[config.mk]
export PLATFORM = sky130hd
export DESIGN_NAME = fetch_queue
export DESIGN_NICKNAME = d
export VERILOG_FILES = /design/src/rtl/fetch_queue_pkg.sv /design/src/rtl/fetch_queue_storage.sv /design/src/rtl/fetch_queue.sv
export SDC_FILE = /design/constraint.sdc
export NUM_CORES = 1
export LEC_CHECK = 0
export ABC_AREA = 1
export BUFFER_PORTS_ARGS = -buffer_cell sky130_fd_sc_hd__buf_4
export CAP_MARGIN = 20
export CORE_AREA = 10 10 181 132
export DETAILED_ROUTE_END_ITERATION = 10
export DIE_AREA = 0 0 191 142
export GPL_TIMING_DRIVEN = 0
export PLACE_DENSITY_LB_ADDON = 0.08
export SYNTH_ARGS = -nofsm -noshare
export SYNTH_HDL_FRONTEND = slang
export SYNTH_SLANG_ARGS = --single-unit
[constraint.sdc]
create_clock -name clk -period 5 [get_ports clk]
set_clock_uncertainty 0.1 [all_clocks]
set_input_delay 1 -clock clk [delete_from_list [all_inputs] [get_ports clk]]
set_output_delay 1 -clock clk [all_outputs]
set_load 0.02 [all_outputs]
[src/rtl/fetch_queue_pkg.sv]
// Shared constants and occupancy classification for the instruction prefetch path.
// Used by instruction_fetch, fetch_queue and control.
package fetch_queue_pkg;

    localparam int unsigned PC_W    = 30;
    localparam int unsigned INSTR_W = 32;
    localparam logic [INSTR_W-1:0] NOP_INSTR = 32'h0000_0000;

    typedef enum logic [1:0] {
        OccEmpty,
        OccPartial,
        OccFull
    } occ_e;

    function automatic occ_e occ_state(input int unsigned cnt, input int unsigned depth);
        if (cnt == 0) begin
            return OccEmpty;
        end
        if (cnt >= depth) begin
            return OccFull;
        end
        return OccPartial;
    endfunction

endpackage

[src/rtl/fetch_queue_storage.sv]
// Register array for fetch_queue entries: one synchronous write port and one
// combinational read port. Contents need no reset; the queue masks invalid heads.
module fq_storage #(
    parameter int unsigned DEPTH = 4,
    parameter int unsigned WIDTH = 62
) (
    input  logic                     clk,
    input  logic                     we,
    input  logic [$clog2(DEPTH)-1:0] waddr,
    input  logic [WIDTH-1:0]         wdata,
    input  logic [$clog2(DEPTH)-1:0] raddr,
    output logic [WIDTH-1:0]         rdata
);

    logic [WIDTH-1:0] mem_q [DEPTH];

    always_ff @(posedge clk) begin
        if (we) begin
            mem_q[waddr] <= wdata;
        end
    end

    assign rdata = mem_q[raddr];

endmodule

[src/rtl/fetch_queue.sv]
// Instruction prefetch queue between fetch and decode. Presents a NOP when empty
// and discards every queued entry on a branch/jump redirect (flush).
module fetch_queue
    import fetch_queue_pkg::*;
#(
    parameter int unsigned DEPTH = 4,
    parameter int unsigned PC_W  = fetch_queue_pkg::PC_W
) (
    input  logic                     clk,
    input  logic                     reset,
    input  logic                     in_valid,
    input  logic [INSTR_W-1:0]       in_instr,
    input  logic [PC_W-1:0]          in_pc,
    output logic                     in_ready,
    output logic                     out_valid,
    output logic [INSTR_W-1:0]       out_instr,
    output logic [PC_W-1:0]          out_pc,
    input  logic                     out_ready,
    input  logic                     flush,
    output logic [$clog2(DEPTH):0]   count
);

    localparam int unsigned PTR_W   = $clog2(DEPTH);
    localparam int unsigned CNT_W   = PTR_W + 1;
    localparam int unsigned ENTRY_W = PC_W + INSTR_W;

    logic [PTR_W-1:0]   wr_ptr_q, wr_ptr_d;
    logic [PTR_W-1:0]   rd_ptr_q, rd_ptr_d;
    logic [CNT_W-1:0]   count_q, count_d;
    logic               push, pop;
    occ_e               occ;
    logic [ENTRY_W-1:0] head;

    assign occ       = occ_state(32'(count_q), DEPTH);
    assign in_ready  = (occ != OccFull);
    assign out_valid = (occ != OccEmpty);
    assign count     = count_q;

    assign push = in_valid & in_ready & ~flush;
    assign pop  = out_valid & out_ready & ~flush;

    fq_storage #(
        .DEPTH (DEPTH),
        .WIDTH (ENTRY_W)
    ) u_storage (
        .clk   (clk),
        .we    (push),
        .waddr (wr_ptr_q),
        .wdata ({in_pc, in_instr}),
        .raddr (rd_ptr_q),
        .rdata (head)
    );

    assign out_pc    = out_valid ? head[ENTRY_W-1:INSTR_W] : '0;
    assign out_instr = out_valid ? head[INSTR_W-1:0] : NOP_INSTR;

    always_comb begin
        wr_ptr_d = wr_ptr_q;
        rd_ptr_d = rd_ptr_q;
        count_d  = count_q;
        if (flush) begin
            // Redirect: drop everything, leave pointers aligned where they are.
            rd_ptr_d = wr_ptr_q;
            count_d  = '0;
        end else begin
            if (push) begin
                wr_ptr_d = wr_ptr_q + PTR_W'(1);
            end
            if (pop) begin
                rd_ptr_d = rd_ptr_q + PTR_W'(1);
            end
            case ({push, pop})
                2'b10:   count_d = count_q + CNT_W'(1);
                2'b01:   count_d = count_q - CNT_W'(1);
                default: count_d = count_q;
            endcase
        end
    end

    always_ff @(posedge clk or posedge reset) begin
        if (reset) begin
            wr_ptr_q <= '0;
            rd_ptr_q <= '0;
            count_q  <= '0;
        end else begin
            wr_ptr_q <= wr_ptr_d;
            rd_ptr_q <= rd_ptr_d;
            count_q  <= count_d;
        end
    end

endmodule

### Yosys cells after proc, flatten, opt, wreduce, memory -nomap -nowiden

Memories as Yosys holds them, arrays and structs flattened.
Index checks and enable logic that the tools add are counted.

* memories kept: 1
* memory bits (writable): 248
* register bits after elaboration: 7
* output and inout bits: 67
* logic and storage cells: 37
* input bits: 67

Memory list
* u_storage.mem_q: words 4, width 62, rd ports 1, clocked after memory_dff 0, wr ports 1, line fetch_queue_storage.sv:15 `logic [WIDTH-1:0] mem_q [DEPTH];`

* eq/ne operators: 3
* reduce and logical (&&, ||, !) cells: 5
* $add $sub $neg: 4
* magnitude comparators: 1
* multiplexer cells: 15
* bitwise logic cells: 5

Operators by type and width (number)
* $mux W32: 1
* $mux W30: 1
* $mux W2: 6
* $pmux W3 S2: 1
* $mux W1: 5
* $add A2 B1 Y2 const B: 2
* $and A1 B1 Y1: 4
* $reduce_bool A2 Y1: 2
* $add A3 B1 Y3 const B: 1
* $ge A3 B3 Y1 const B: 1
* $logic_not A3 Y1: 1
* $mux W3: 1
* $reduce_bool A3 Y1: 1
* $sub A3 B1 Y3 const B: 1
* $eq A2 B1 Y1 const B: 1
* $eq A2 B2 Y1 const B: 1
* $ne A2 B2 Y1 const B: 1
* $reduce_and A2 Y1: 1
* $not A1 Y1: 1

### Longest topological paths before layout

* depth in word-level cells: 11
* gate-level depth with buffers: 9

### Hierarchy

Synthesis repeated with hierarchy kept, for this count alone.

* cells, all modules: 1162
* area, all modules: 11369.7 um^2

By module, submodules not included
* fq_storage: instances 1, cells an instance 979, sequential area each 7447.1 um^2, area each 10446.3 um^2
* fetch_queue: instances 1, cells an instance 183, sequential area each 175.2 um^2, area each 923.4 um^2

### Worst setup path before layout

Ideal clock, no wire load.

* path kind: input to register
* from: in in_valid
* to: mem u_storage.mem_q[0][0], enable pin
* library setup time: 0.482 ns
* arrival: 3.948 ns
* path slack: 0.470 ns
* cell stages on the path: 4
* path through: nand2_1 > nor2_1 > inv_1 > nor2_1

* longest elaborated chain between the ends: 4

RTL lines
* start, declared: line fetch_queue.sv:11 `input logic in_valid,`
* $and A1 B1 Y1 (2 in a row): line fetch_queue.sv:39 `assign push = in_valid & in_ready & ~flush;`
* $mux W1: line fetch_queue_storage.sv:18 `if (we) begin`
* $mux W1 (implied by the code): line fetch_queue_storage.sv:19 `mem_q[waddr] <= wdata;`
* end, declared: line fetch_queue_storage.sv:15

Every way passes these cells.

### Worst setup path in the final report

* from: reg count_q[0], in the netlist count[0]
* to: out out_pc[0]

* longest elaborated chain between the ends: 7
* elaborated cells on any way between the ends: 10

RTL lines
* start, declared: line fetch_queue.sv:29 `logic [CNT_W-1:0] count_q, count_d;`
* start signal, assigned: line fetch_queue.sv:88 `count_q <= count_d;`
* $ge A3 B3 Y1: line fetch_queue_pkg.sv:19 `if (cnt >= depth) begin`
* $mux W1 (2 in a row): line fetch_queue_pkg.sv:19
* $mux W2: line fetch_queue_pkg.sv:22 `return OccPartial;`
* $mux W2 (*): line fetch_queue_pkg.sv:19
* $reduce_bool A2 Y1 (*): line fetch_queue.sv:36 `assign out_valid = (occ != OccEmpty);`
* $mux W30 (*): line fetch_queue.sv:54 `assign out_pc = out_valid ? head[ENTRY_W-1:INSTR_W] : '0;`
* end, declared: line fetch_queue.sv:17 `output logic [PC_W-1:0] out_pc,`

Every way passes the cells marked *; elsewhere a longest branch is shown, timed or not. The select of a mux whose other input is x is not followed.

==> impl_metrics.env <==
export IMPL_dp_cells=1217
export IMPL_synth_seq_cells=255
export IMPL_most_common_layout_cells="250 x nor2_1, 248 x edfxtp_1, 147 x buf_4"
export IMPL_timing_rr_start="count[2]"
export IMPL_vias=6775
export IMPL_clockRootBuffer="clkbuf_16"
export IMPL_remaining_drc_errors=0
export IMPL_cts_clk_slew_worst_paths_ns=0.06
export IMPL_slew_headroom_pct=56.23
export IMPL_final_area_um2=12580
export IMPL_drive_above_1_share_pct=23.07
export IMPL_portBuffers=133
export IMPL_powerDensity_nw_per_um2=633.9
export IMPL_ff2ff_path_depth=7
export IMPL_finalSetupViolCount=0
export IMPL_instances_no_fill=1260
export IMPL_switching_share_pct=38.49
export IMPL_place_congestion=0.7870
export IMPL_grt_pass1_wl_um=38940
export IMPL_post_cts_buffers=0
export IMPL_netlist_area_um2=10080
export IMPL_antenna_found_initial=0
export IMPL_max_freq_mhz=293.3
export IMPL_antenna_cells=0
export IMPL_firstDrtPassIters=4
export IMPL_whs_ns=0.3378
export IMPL_status="complete, no violations"
export IMPL_leakagePower_nw=4.570
export IMPL_cp_required_ns=3.90
export IMPL_fp_coreArea_um2=20420
export IMPL_avgRoutedWirePerCell_um=20.37
export IMPL_hpwlAfterDp_um=16710
export IMPL_synth_avg_cell_area_um2=12.66
export IMPL_rows=44
export IMPL_via_per_inst=5.377
export IMPL_seqPwrFrac_pct=33.6
export IMPL_finalHoldViolCount=0
export IMPL_arrival_ns=2.31
export IMPL_final_util_pct=61.60
export IMPL_postCtsHoldBufs=0
export IMPL_layout_min_cycle_time_ns=3.410
export IMPL_grt_max_degree=22
export IMPL_hold_class="primary input to async pin"
export IMPL_cp_end_kind="output port"
export IMPL_yosysSeqAreaShare_pct=75.64
export IMPL_p_total_mw=7.976
export IMPL_worst_r2r_setup_slack_ns=2.47
export IMPL_drv_slew=0
export IMPL_yosys_warnings=0
export IMPL_rsz0062_at_grt="false"
export IMPL_numCtsBuffers=25
export IMPL_worst_slew_pin_slew_ns=0.6550
export IMPL_clock_latency_ns=0.50
export IMPL_cts_tree="done"
export IMPL_final_common_cell="nor2_1"
export IMPL_initial_core_util_pct=49.34
export IMPL_die_w_um=191
export IMPL_clk_path_buf_depth=3
export IMPL_critPathKind="flop to output port"
export IMPL_first_global_vias=6774
export IMPL_maxCapViolCount=0
export IMPL_ir_drop_uv=362.6
export IMPL_clkPwrFrac_pct=23.4
export IMPL_fin_nets=1040
export IMPL_fp_dieArea_um2=27120
export IMPL_syn_nets=868
export IMPL_grt_usage_pct=18.42
export IMPL_chipHeight_um=142
export IMPL_finalCritPeriodShare_pct=68.20
export IMPL_cts_htree_levels=1
export IMPL_power_internal_mw=4.906
export IMPL_area_growth_pct=24.86
export IMPL_critical_path_max_fanout=10
export IMPL_switchingPower_mw=3.070
export IMPL_wl_um=25660
export IMPL_detail_route_antenna_nets=0
export IMPL_ys_types=23
export IMPL_grt_remaining_overflow=0
export IMPL_drt_iter0_drc=515
export IMPL_timing_rr_end="u_storage.mem_q[1][26]"
export IMPL_startpoint_type="flop"
export IMPL_cts_num_sinks=255
export IMPL_cts_resized=0
export IMPL_io_pins=134
export IMPL_syn_inst=796
export IMPL_place_area_um2=11770
export IMPL_p_comb_share_pct=43.0
## per-layer routing
layer  vias to the layer above  routed length [µm]  GRT usage [%]
met2                       235               12370          29.76
met4                         0                 346          3.843
met1                      3343               11160          25.42
li1                       3168                   -              -
met3                        29                1794          3.648
met5                         -                   0              0
## cells by family (layout without fill, tap and decap cells)
kind of cell,after synthesis,count (layout),share of synthesized area (%)
compound gates,194,194,9.834
xor+xnor,1,1,0.08693
fa+ha+maj,5,5,0.6953
buf+inv,63,251,3.117
flops,255,255,75.64
simple gates,278,278,10.63
## power groups by stage
stage	Sequential [mW]	Combinational [mW]	Clock, mW
6_report	2.68	3.43	1.87
5_1_grt	2.70	3.74	1.98
4_1_cts	2.68	3.47	1.89
3_5_place_dp	2.72	3.45	0
3_3_place_gp	2.76	3.29	0
2_1_floorplan	2.74	1.92	0
## cells in the mapped netlist
master    number  area share (%)
nor2_1       254             9.5
edfxtp_1     248              74
o21ai_0      126             6.3
a21oi_1       64             3.2
nand2_1       16            0.60
buf_2         14            0.70
buf_4         14             1.0
inv_1         12            0.45
clkbuf_1       7            0.26
dfrtp_1        7             1.7
clkbuf_2       6            0.30
buf_1          5            0.19
inv_2          5            0.19
ha_1           4            0.50
nand3_1        4            0.20
nand3_2        2            0.20
o221ai_1       2            0.17
a21oi_4        1            0.16
a31oi_1        1           0.062
fa_1           1            0.20
nand2_4        1            0.11
nand4_1        1           0.062
xor2_1         1           0.087
## worst max path at each step
stage | start | to | cells after the start
2_1_floorplan | in_valid | u_storage.mem_q[0][0] | 4
3_3_place_gp | flush | u_storage.mem_q[3][10] | 4
3_5_place_dp | flush | u_storage.mem_q[1][13] | 6
4_1_cts | count[0] | out_pc[0] | 6
5_1_grt | count[0] | out_pc[4] | 6
6_report | count[0] | out_pc[0] | 6
## sequential cells by signal (all words and copies together) (netlist names)
signal,count
u_storage.mem_q,248
wr_ptr_q,2
count,3
rd_ptr_q,2
## cell type report
class | instances | area [µm²]
plain buffers | 46 | 250.2
clock buffers | 30 | 644.4
clock inverters | 13 | 171.4
fillers | 1603 | 7843
inverters | 17 | 63.81
multi-input cells | 478 | 2171
flip-flops and latches | 255 | 7622
well taps | 276 | 345.3
repair buffers | 145 | 1314
## critical path: stages (launching register included)
cell and delay (ns):
dfrtp_1 0.43, nor2_1 0.20, nand2_4 0.11, inv_2 0.19, clkbuf_1 0.52, a21oi_1 0.14
buf_4 0.20
## stage by stage
stage	setup slack [ns]	TNS, ns
after global routing	1.447	0
after floorplan	0.4700	0
final	1.590	0
after detailed placement	1.929	0
after CTS	1.609	0
after global placement	-1.991	-481.32
Note: power is estimated with default switching activity, not from simulation.
